### src/rtl/ssd_scan_controller.sv
// Time-multiplexed scan controller for an 8-digit common-anode seven-segment display.
// Inputs are snapshotted once per frame; each digit slot starts with a dark gap, then a PWM-dimmed ON phase.
module ssd_scan_controller #(
    parameter int TICK_DIV     = 262144,
    parameter int BLANK_CYCLES = 1000
) (
    input  logic        clk,
    input  logic        rst,
    input  logic [31:0] value,
    input  logic [7:0]  digit_en,
    input  logic [7:0]  dp_in,
    input  logic        lz_blank,
    input  logic [3:0]  brightness,
    output logic [7:0]  anode,
    output logic [7:0]  cathode,
    output logic        frame_start
);

    localparam int PW = (TICK_DIV > 2) ? $clog2(TICK_DIV) : 1;

    typedef enum logic {
        BLANK = 1'b0,
        ON    = 1'b1
    } state_t;

    state_t      state_r;
    state_t      state_next_s;
    logic [PW-1:0] presc_r;
    logic [PW-1:0] presc_next_s;
    logic        wrap_s;
    logic [2:0]  idx_r;
    logic [3:0]  pwm_r;
    logic [31:0] sh_value_r;
    logic [7:0]  sh_en_r;
    logic [7:0]  sh_dp_r;
    logic        sh_lz_r;
    logic [3:0]  sh_bright_r;
    logic [3:0]  nib_s;
    logic        lit_s;
    logic [7:0]  anode_next_s;
    logic [7:0]  cathode_next_s;

    function automatic logic [6:0] hex_seg(input logic [3:0] n);
        case (n)
            4'h0:    hex_seg = 7'b0000001;
            4'h1:    hex_seg = 7'b1001111;
            4'h2:    hex_seg = 7'b0010010;
            4'h3:    hex_seg = 7'b0000110;
            4'h4:    hex_seg = 7'b1001100;
            4'h5:    hex_seg = 7'b0100100;
            4'h6:    hex_seg = 7'b0100000;
            4'h7:    hex_seg = 7'b0001111;
            4'h8:    hex_seg = 7'b0000000;
            4'h9:    hex_seg = 7'b0000100;
            4'hA:    hex_seg = 7'b0001000;
            4'hB:    hex_seg = 7'b1100000;
            4'hC:    hex_seg = 7'b0110001;
            4'hD:    hex_seg = 7'b1000010;
            4'hE:    hex_seg = 7'b0110000;
            4'hF:    hex_seg = 7'b0111000;
            default: hex_seg = 7'b1111111;
        endcase
    endfunction

    // A digit is a leading zero when its nibble and every nibble above it are zero.
    function automatic logic lz_blanked(input logic lz, input logic [31:0] v, input logic [2:0] i);
        logic [31:0] upper;
        upper = v >> {i, 2'b00};
        lz_blanked = lz && (i != 3'd0) && (upper == 32'd0);
    endfunction

    assign wrap_s       = (presc_r == PW'(TICK_DIV - 1));
    assign presc_next_s = wrap_s ? {PW{1'b0}} : presc_r + {{(PW-1){1'b0}}, 1'b1};

    // State register.
    always_ff @(posedge clk) begin
        if (!rst) begin
            state_r <= BLANK;
        end else begin
            state_r <= state_next_s;
        end
    end

    // Next state follows the prescaler value of the coming cycle; a wrap always lands in BLANK.
    always_comb begin
        state_next_s = BLANK;
        if (presc_next_s >= PW'(BLANK_CYCLES)) begin
            state_next_s = ON;
        end else begin
            state_next_s = BLANK;
        end
    end

    // Prescaler, digit index, PWM counter and the per-frame input snapshot.
    always_ff @(posedge clk) begin
        if (!rst) begin
            presc_r     <= {PW{1'b0}};
            idx_r       <= 3'd0;
            pwm_r       <= 4'd0;
            sh_value_r  <= 32'd0;
            sh_en_r     <= 8'd0;
            sh_dp_r     <= 8'd0;
            sh_lz_r     <= 1'b0;
            sh_bright_r <= 4'd0;
        end else begin
            presc_r <= presc_next_s;
            if (wrap_s) begin
                idx_r <= idx_r + 3'd1;
            end
            pwm_r <= (state_r == ON) ? pwm_r + 4'd1 : 4'd0;
            if ((presc_r == {PW{1'b0}}) && (idx_r == 3'd0)) begin
                sh_value_r  <= value;
                sh_en_r     <= digit_en;
                sh_dp_r     <= dp_in;
                sh_lz_r     <= lz_blank;
                sh_bright_r <= brightness;
            end
        end
    end

    // Output decode from the current counter state and shadow settings.
    always_comb begin
        anode_next_s   = 8'hFF;
        cathode_next_s = 8'hFF;
        nib_s = sh_value_r[{idx_r, 2'b00} +: 4];
        lit_s = (state_r == ON) && sh_en_r[idx_r] && (pwm_r <= sh_bright_r)
                && !lz_blanked(sh_lz_r, sh_value_r, idx_r);
        if (lit_s) begin
            anode_next_s   = ~(8'd1 << idx_r);
            cathode_next_s = {hex_seg(nib_s), ~sh_dp_r[idx_r]};
        end else begin
            anode_next_s   = 8'hFF;
            cathode_next_s = 8'hFF;
        end
    end

    // Registered pin drivers.
    always_ff @(posedge clk) begin
        if (!rst) begin
            anode       <= 8'hFF;
            cathode     <= 8'hFF;
            frame_start <= 1'b0;
        end else begin
            anode       <= anode_next_s;
            cathode     <= cathode_next_s;
            frame_start <= (presc_r == {PW{1'b0}}) && (idx_r == 3'd0);
        end
    end

endmodule

### config.mk
export PLATFORM = sky130hd
export DESIGN_NAME = ssd_scan_controller
export DESIGN_NICKNAME = d
export VERILOG_FILES = /design/src/rtl/ssd_scan_controller.sv
export SDC_FILE = /design/constraint.sdc
export NUM_CORES = 1
export LEC_CHECK = 0
export CORE_MARGIN = 2
export CORE_UTILIZATION = 54
export CTS_CLUSTER_DIAMETER = 100
export DETAILED_ROUTE_END_ITERATION = 6
export PLACE_DENSITY = 0.78
export SYNTH_ARGS = -nofsm -noshare
export SYNTH_HDL_FRONTEND = slang
export SYNTH_SLANG_ARGS = --single-unit
### constraint.sdc
create_clock -name clk -period 2.72 [get_ports clk]
set_input_delay 0.408 -clock clk [delete_from_list [all_inputs] [get_ports clk]]
set_output_delay 0.408 -clock clk [all_outputs]
set_load 0.05 [all_outputs]
### After elaboration in Yosys (flattened, before gate mapping)

Memories as Yosys holds them, arrays and structs flattened. A register that Yosys moved wholly into a read port is not among the register bits.
Cells that the tools add are included.

| word-level totals | value |
|---|---|
| bits in registers | 96 |
| bits of input ports | 55 |
| word-level logic and storage cells | 45 |
| memory bits (read-only) | 112 |
| output and inout bits | 17 |
| memories kept | 1 |

| cells by class | value |
|---|---|
| add/subtract/negate cells | 3 |
| shift-type cells | 3 |
| magnitude comparators | 3 |
| reduce and logical (&&, ||, !) cells | 14 |
| mux-type cells | 6 |
| bitwise gates (word level) | 2 |
| equal/unequal tests | 1 |

Memories:

| name | depth | width | rd ports | clocked after Yosys merged registers in | write ports | line | RTL |
|---|---|---|---|---|---|---|---|
| (no name shown) | 16 | 7 | 1 | 1 | 0 | 44 | `case (n)` |

Operators with widths:

| cell | count |
|---|---|
| $logic_not A32 Y1 | 1 |
| $shiftx A32 B6 Y4 | 1 |
| $shr A32 B5 Y32 | 1 |
| $add A18 B1 Y18 const B | 1 |
| $eq A18 B18 Y1 const B | 1 |
| $ge A18 B10 Y1 const B | 1 |
| $logic_not A18 Y1 | 1 |
| $mux W18 | 1 |
| $not A8 Y8 | 1 |
| $shl A1 B3 Y8 const A | 1 |
| $bmux W1 S3 | 2 |
| $logic_and A1 B1 Y1 | 6 |
| $add A4 B1 Y4 const B | 1 |
| $le A4 B4 Y1 | 1 |
| $lt A3 B4 Y1 const B | 1 |
| $reduce_and A2 Y1 | 2 |
| $add A3 B1 Y3 const B | 1 |
| $logic_not A3 Y1 | 1 |
| $mux W1 | 3 |
| $reduce_bool A3 Y1 | 1 |
| $logic_not A1 Y1 | 2 |
| $not A1 Y1 | 1 |

### Logic depth before layout (Yosys ltp)

| depth | value |
|---|---|
| depth in word-level cells | 7 |
| mapped depth | 12 |
| depth with buffers taken out | 9 |

### Worst setup path after synthesis

No wires, ideal clock.

| timing path | value |
|---|---|
| path type | reg2reg |
| start point | reg idx_r[0] |
| end point | reg sh_bright_r[0] |
| clock period less this slack | 2.449 ns |
| data required time | 2.588 ns |
| stages on the path, launching flop included | 13 |
| setup time | 0.132 ns |
| path buffers | 4 |
| arrival time | 2.316 ns |
| setup slack | 0.271 ns |
| cell sequence | dfxtp_1 buf_2 buf_4 inv_2 ha_1 nand2b_1 nor3_1 nand4_1 or4b_1 clkbuf_1 clkbuf_1 nand2_1 a21oi_1 |

| on the way | value |
|---|---|
| longest elaborated chain between the ends | 2 |

RTL lines:

| element | line | RTL |
|---|---|---|
| start: declaration | 31 | `logic [2:0] idx_r;` |
| start signal: assignment | 108 | `idx_r <= idx_r + 3'd1;` |
| $logic_not A3 Y1 | 111 | `if ((presc_r == {PW{1'b0}}) && (idx_r == 3'd0)) begin` |
| $logic_and A1 B1 Y1 | 111 |  |
| end signal: assignment | 116 | `sh_bright_r <= brightness;` |
| end: declaration | 37 | `logic [3:0] sh_bright_r;` |

No other way between the ends.
A chain may end at the register's enable or synchronous reset.

### Worst setup path in the final report

| timing path | value |
|---|---|
| start point | reg idx_r[0] |
| end point | reg sh_value_r[4] |

| on the way | value |
|---|---|
| longest elaborated chain between the ends | 2 |

RTL lines:

| element | line | RTL |
|---|---|---|
| $logic_not A3 Y1 | 111 |  |
| $logic_and A1 B1 Y1 | 111 |  |
| end signal: assignment | 112 | `sh_value_r <= value;` |
| end: declaration | 33 | `logic [31:0] sh_value_r;` |

No other way between the ends.

==> impl_metrics.tcl <==
set metrics [dict create \
    status "finished clean" \
    switchingPower_w 0.000837 \
    drive_above_1_share_pct 11.1 \
    arrival_ns 2.68 \
    path_buf_inv 2 \
    most-common-layout-cells "134 x nand2_1, 94 x dfxtp_1, 71 x clkdlybuf4s50_1" \
    postCtsSetupRepairBufs 0 \
    yosys.area.top_type "dfxtp_1" \
    start_kind "flop" \
    worst_skew_pair.late_latency_ns 0.36 \
    dp_hpwl_microns 7470 \
    cts.sinks 96 \
    whs_path_depth 2 \
    busiest_layer "met2" \
    yosysSeqAreaShare_pct 42.3 \
    critical_path_class "flop to flop" \
    pre_cts_slack_ns 0.115 \
    cp.required_ns 2.95 \
    drt-vias-per-instance 5.54 \
    ys_ff_latch 96 \
    crit_path_end_kind "flop" \
    cp_slowest_cell "or4b_1" \
    nets 671 \
    vias 3919 \
    rows 33 \
    endpoint "sh_value_r[4]$_SDFFE_PN0P_" \
    area_growth_syn_to_layout_pct 23.3 \
    async_flop_share_pct 0 \
    fill_cells 689 \
    fmax_ghz 0.409 \
    netlist_top_cells_area "dfxtp_1 42%, nand2_1 11%, a21oi_1 6.6%" \
    netlist_instances 534 \
    r2r_start "idx_r[0]$_SDFFE_PN0N_" \
    finalSetupViolations 0 \
    routed_wl_microns 10400 \
    grt_max_degree 54 \
    first_global_vias 3702 \
    max-cap-violations 0 \
    rr_endpoint "sh_value_r[4]$_SDFFE_PN0P_" \
    reg2reg_depth 9 \
    dpl.cell_count 692 \
    fin_skew_ns 0.0117 \
    use_met1_pct 31.1 \
    hp-class "flop to flop" \
    cts_tree "done" \
    p_seq_share_pct 51.3 \
    synth-edff-count 0 \
    htree_levels 3 \
    cts-buffers-inserted 9 \
    cp_slowest_stage_delay_ns 0.53 \
    start_util_pct 55.6 \
    die-area_sq_um 9170 \
    drtPass1Iterations 5 \
    grt_pass1_wl_microns 17100 \
    clk_pin_slew_ns 0.10 \
    fin_area_sq_um 5600 \
    critPathMaxFanout 53 \
    hold_viol_final 0 \
    max_slew_margin_pct 59.6 \
    ys.warnings.count 0 \
    die_x_microns 95.7 \
    globalRouteOverflowTotal 0 \
    final_cells 708 \
    tns_ns 0 \
    globalplace.congestion 0.948 \
    wl_per_cell_microns 14.6 \
    die_height_microns 95.7 \
    clkPwrFrac_pct 32.6 \
    reg2reg_slack_ns 0.27 \
    rsz0062_at_grt "false" \
    p_leak_nw 2.15 \
    layout_commonest_cell "nand2_1" \
    io_pins 72 \
    grt_antenna_before_repair 0 \
    drtIter0Drc 155 \
    syn_area_per_cell_sq_um 8.51 \
    layout_setup_ws_ns 0.273 \
    total_power_w 0.00301 \
    finalMaxSlewViolations 0 \
    fin_crit_sh_pct 90.0 \
    coreArea_sq_um 8180 \
    path_cells "inv_2 -> ha_1 -> nand2b_1 -> nor3_1 -> nand4_1 -> or4b_1 -> buf_4 -> nand2_1 -> a21oi_1" \
    use_met3_pct 3.68 \
    clockBufferDepth 2 \
    ant_nets 0 \
    crit_path_start "idx_r[0]$_SDFFE_PN0N_" \
    drc 0 \
    placed_cell_area_sq_um 5380 \
    syn-cell-area_sq_um 4540 \
    gr-usage-met2_pct 39.8 \
    ir_drop_mv 0.309 \
    num_antenna_cells 0 \
    root_buffer "clkbuf_8" \
    cts_hold_buf 0 \
    cp_top_family "simple AND/OR/NAND/NOR gates" \
    period_minus_slack_ns 2.45 \
    syn_nets 607 \
    ys_types 52 \
    io_buffers 71 \
    internal_power_w 0.00217 \
    comb_power_share_pct 16.1 \
    cp.depth 9 \
    swShare_pct 27.8 \
    tightest_slew_ns 0.601 \
    grt.total_usage_pct 23.7 \
    synthFlopType "dfxtp_1" \
    synth_top_area_share_pct 42.3 \
    power_per_cell_area_nw_per_um2 537 \
]
layout make-up:
type / count / area [sq um] / area share (%)
clock buffers: 10 / 138 / 2.46
inverters: 16 / 60.1 / 1.07
multi-input cells: 385 / 2410 / 43.0
clock inverters: 6 / 72.6 / 1.30
repair buffers: 90 / 866 / 15.5
flip-flops and latches: 96 / 1920 / 34.4
well taps: 105 / 131 / 2.35
tightest hold or removal path, cell delays in order, from the launching register on:
cell     delay, ns
dfxtp_1       0.32
nand2_1       0.05
a21oi_1       0.05
Yosys cell counts, drive strengths merged, types with 4 or more instances:
cell    instances
o211ai          6
dfxtp          96
a21oi          61
xnor2          14
buf            19
o21ai           5
ha             18
nor3            7
nor2           35
mux2i           8
xor2            7
clkbuf         18
nor4           14
nand4           9
mux4           12
nand3          17
and3            4
nand2         135
inv            15
registers in the layout, indices dropped and copies added (netlist names):
signal	flops
sh_bright_r	4
pwm_r	4
idx_r	3
sh_dp_r	8
state_r	1
sh_en_r	8
sh_lz_r	1
anode	8
sh_value_r	32
presc_r	18
cathode	8
frame_start	1
metrics by stage:
stage	hold WS [ns]	utilization (%)
detailed placement	0.445	65.8
CTS	0.461	68.4
finish	0.460	68.5
global placement	0.437	65.8
global route	0.476	68.5
floorplan	0.429	-
metal layers:
layer	vias up	share of wire, %
li1	1954	-
met1	1854	46
met2	96	49
met3	15	3.9
met4	0	1.6
met5	-	0
worst min-delay path by stage:
| stage | startpoint | end | slack (ns) |
|---|---|---|---|
| after detailed placement | sh_en_r[3]$_SDFFE_PN0P_ | sh_en_r[3]$_SDFFE_PN0P_ | 0.45 |
| after global routing | sh_en_r[0]$_SDFFE_PN0P_ | sh_en_r[0]$_SDFFE_PN0P_ | 0.48 |
| final | sh_en_r[1]$_SDFFE_PN0P_ | sh_en_r[1]$_SDFFE_PN0P_ | 0.46 |
| after floorplan | sh_dp_r[2]$_SDFFE_PN0P_ | sh_dp_r[2]$_SDFFE_PN0P_ | 0.43 |
| after global placement | sh_en_r[6]$_SDFFE_PN0P_ | sh_en_r[6]$_SDFFE_PN0P_ | 0.44 |
| after CTS | sh_dp_r[6]$_SDFFE_PN0P_ | sh_dp_r[6]$_SDFFE_PN0P_ | 0.46 |
what timing repair did:
item,in CTS,in global routing
endpoints found under the hold margin,0,0
gates resized for setup,0,4
endpoints found under the setup margin,0,61
power by group through the flow:
| stage | Sequential [W] | Clock [W] | Combinational (W) |
|---|---|---|---|
| 2_1_floorplan | 0.00156 | 0 | 0.000310 |
| 3_3_place_gp | 0.00157 | 0 | 0.000461 |
| 3_5_place_dp | 0.00158 | 0 | 0.000477 |
| 4_1_cts | 0.00154 | 0.000994 | 0.000482 |
| 5_1_grt | 0.00155 | 0.00104 | 0.000534 |
| 6_report | 0.00155 | 0.000981 | 0.000483 |
cells by family (layout without fill, tap and decap cells):
| kind of cell | after synthesis | after routing | share of synthesized area (%) |
|---|---|---|---|
| DFF | 96 | 96 | 42.3 |
| xor gates and xnor gates | 21 | 21 | 4.05 |
| adders and majority gates | 18 | 18 | 4.96 |
| and+or+nand+nor | 235 | 235 | 23.6 |
| buffers and inverters | 53 | 122 | 5.04 |
| muxes | 23 | 23 | 8.54 |
| AOI/OAI and AO/OA | 88 | 88 | 11.6 |
Note: power is estimated with default switching activity, not from simulation.
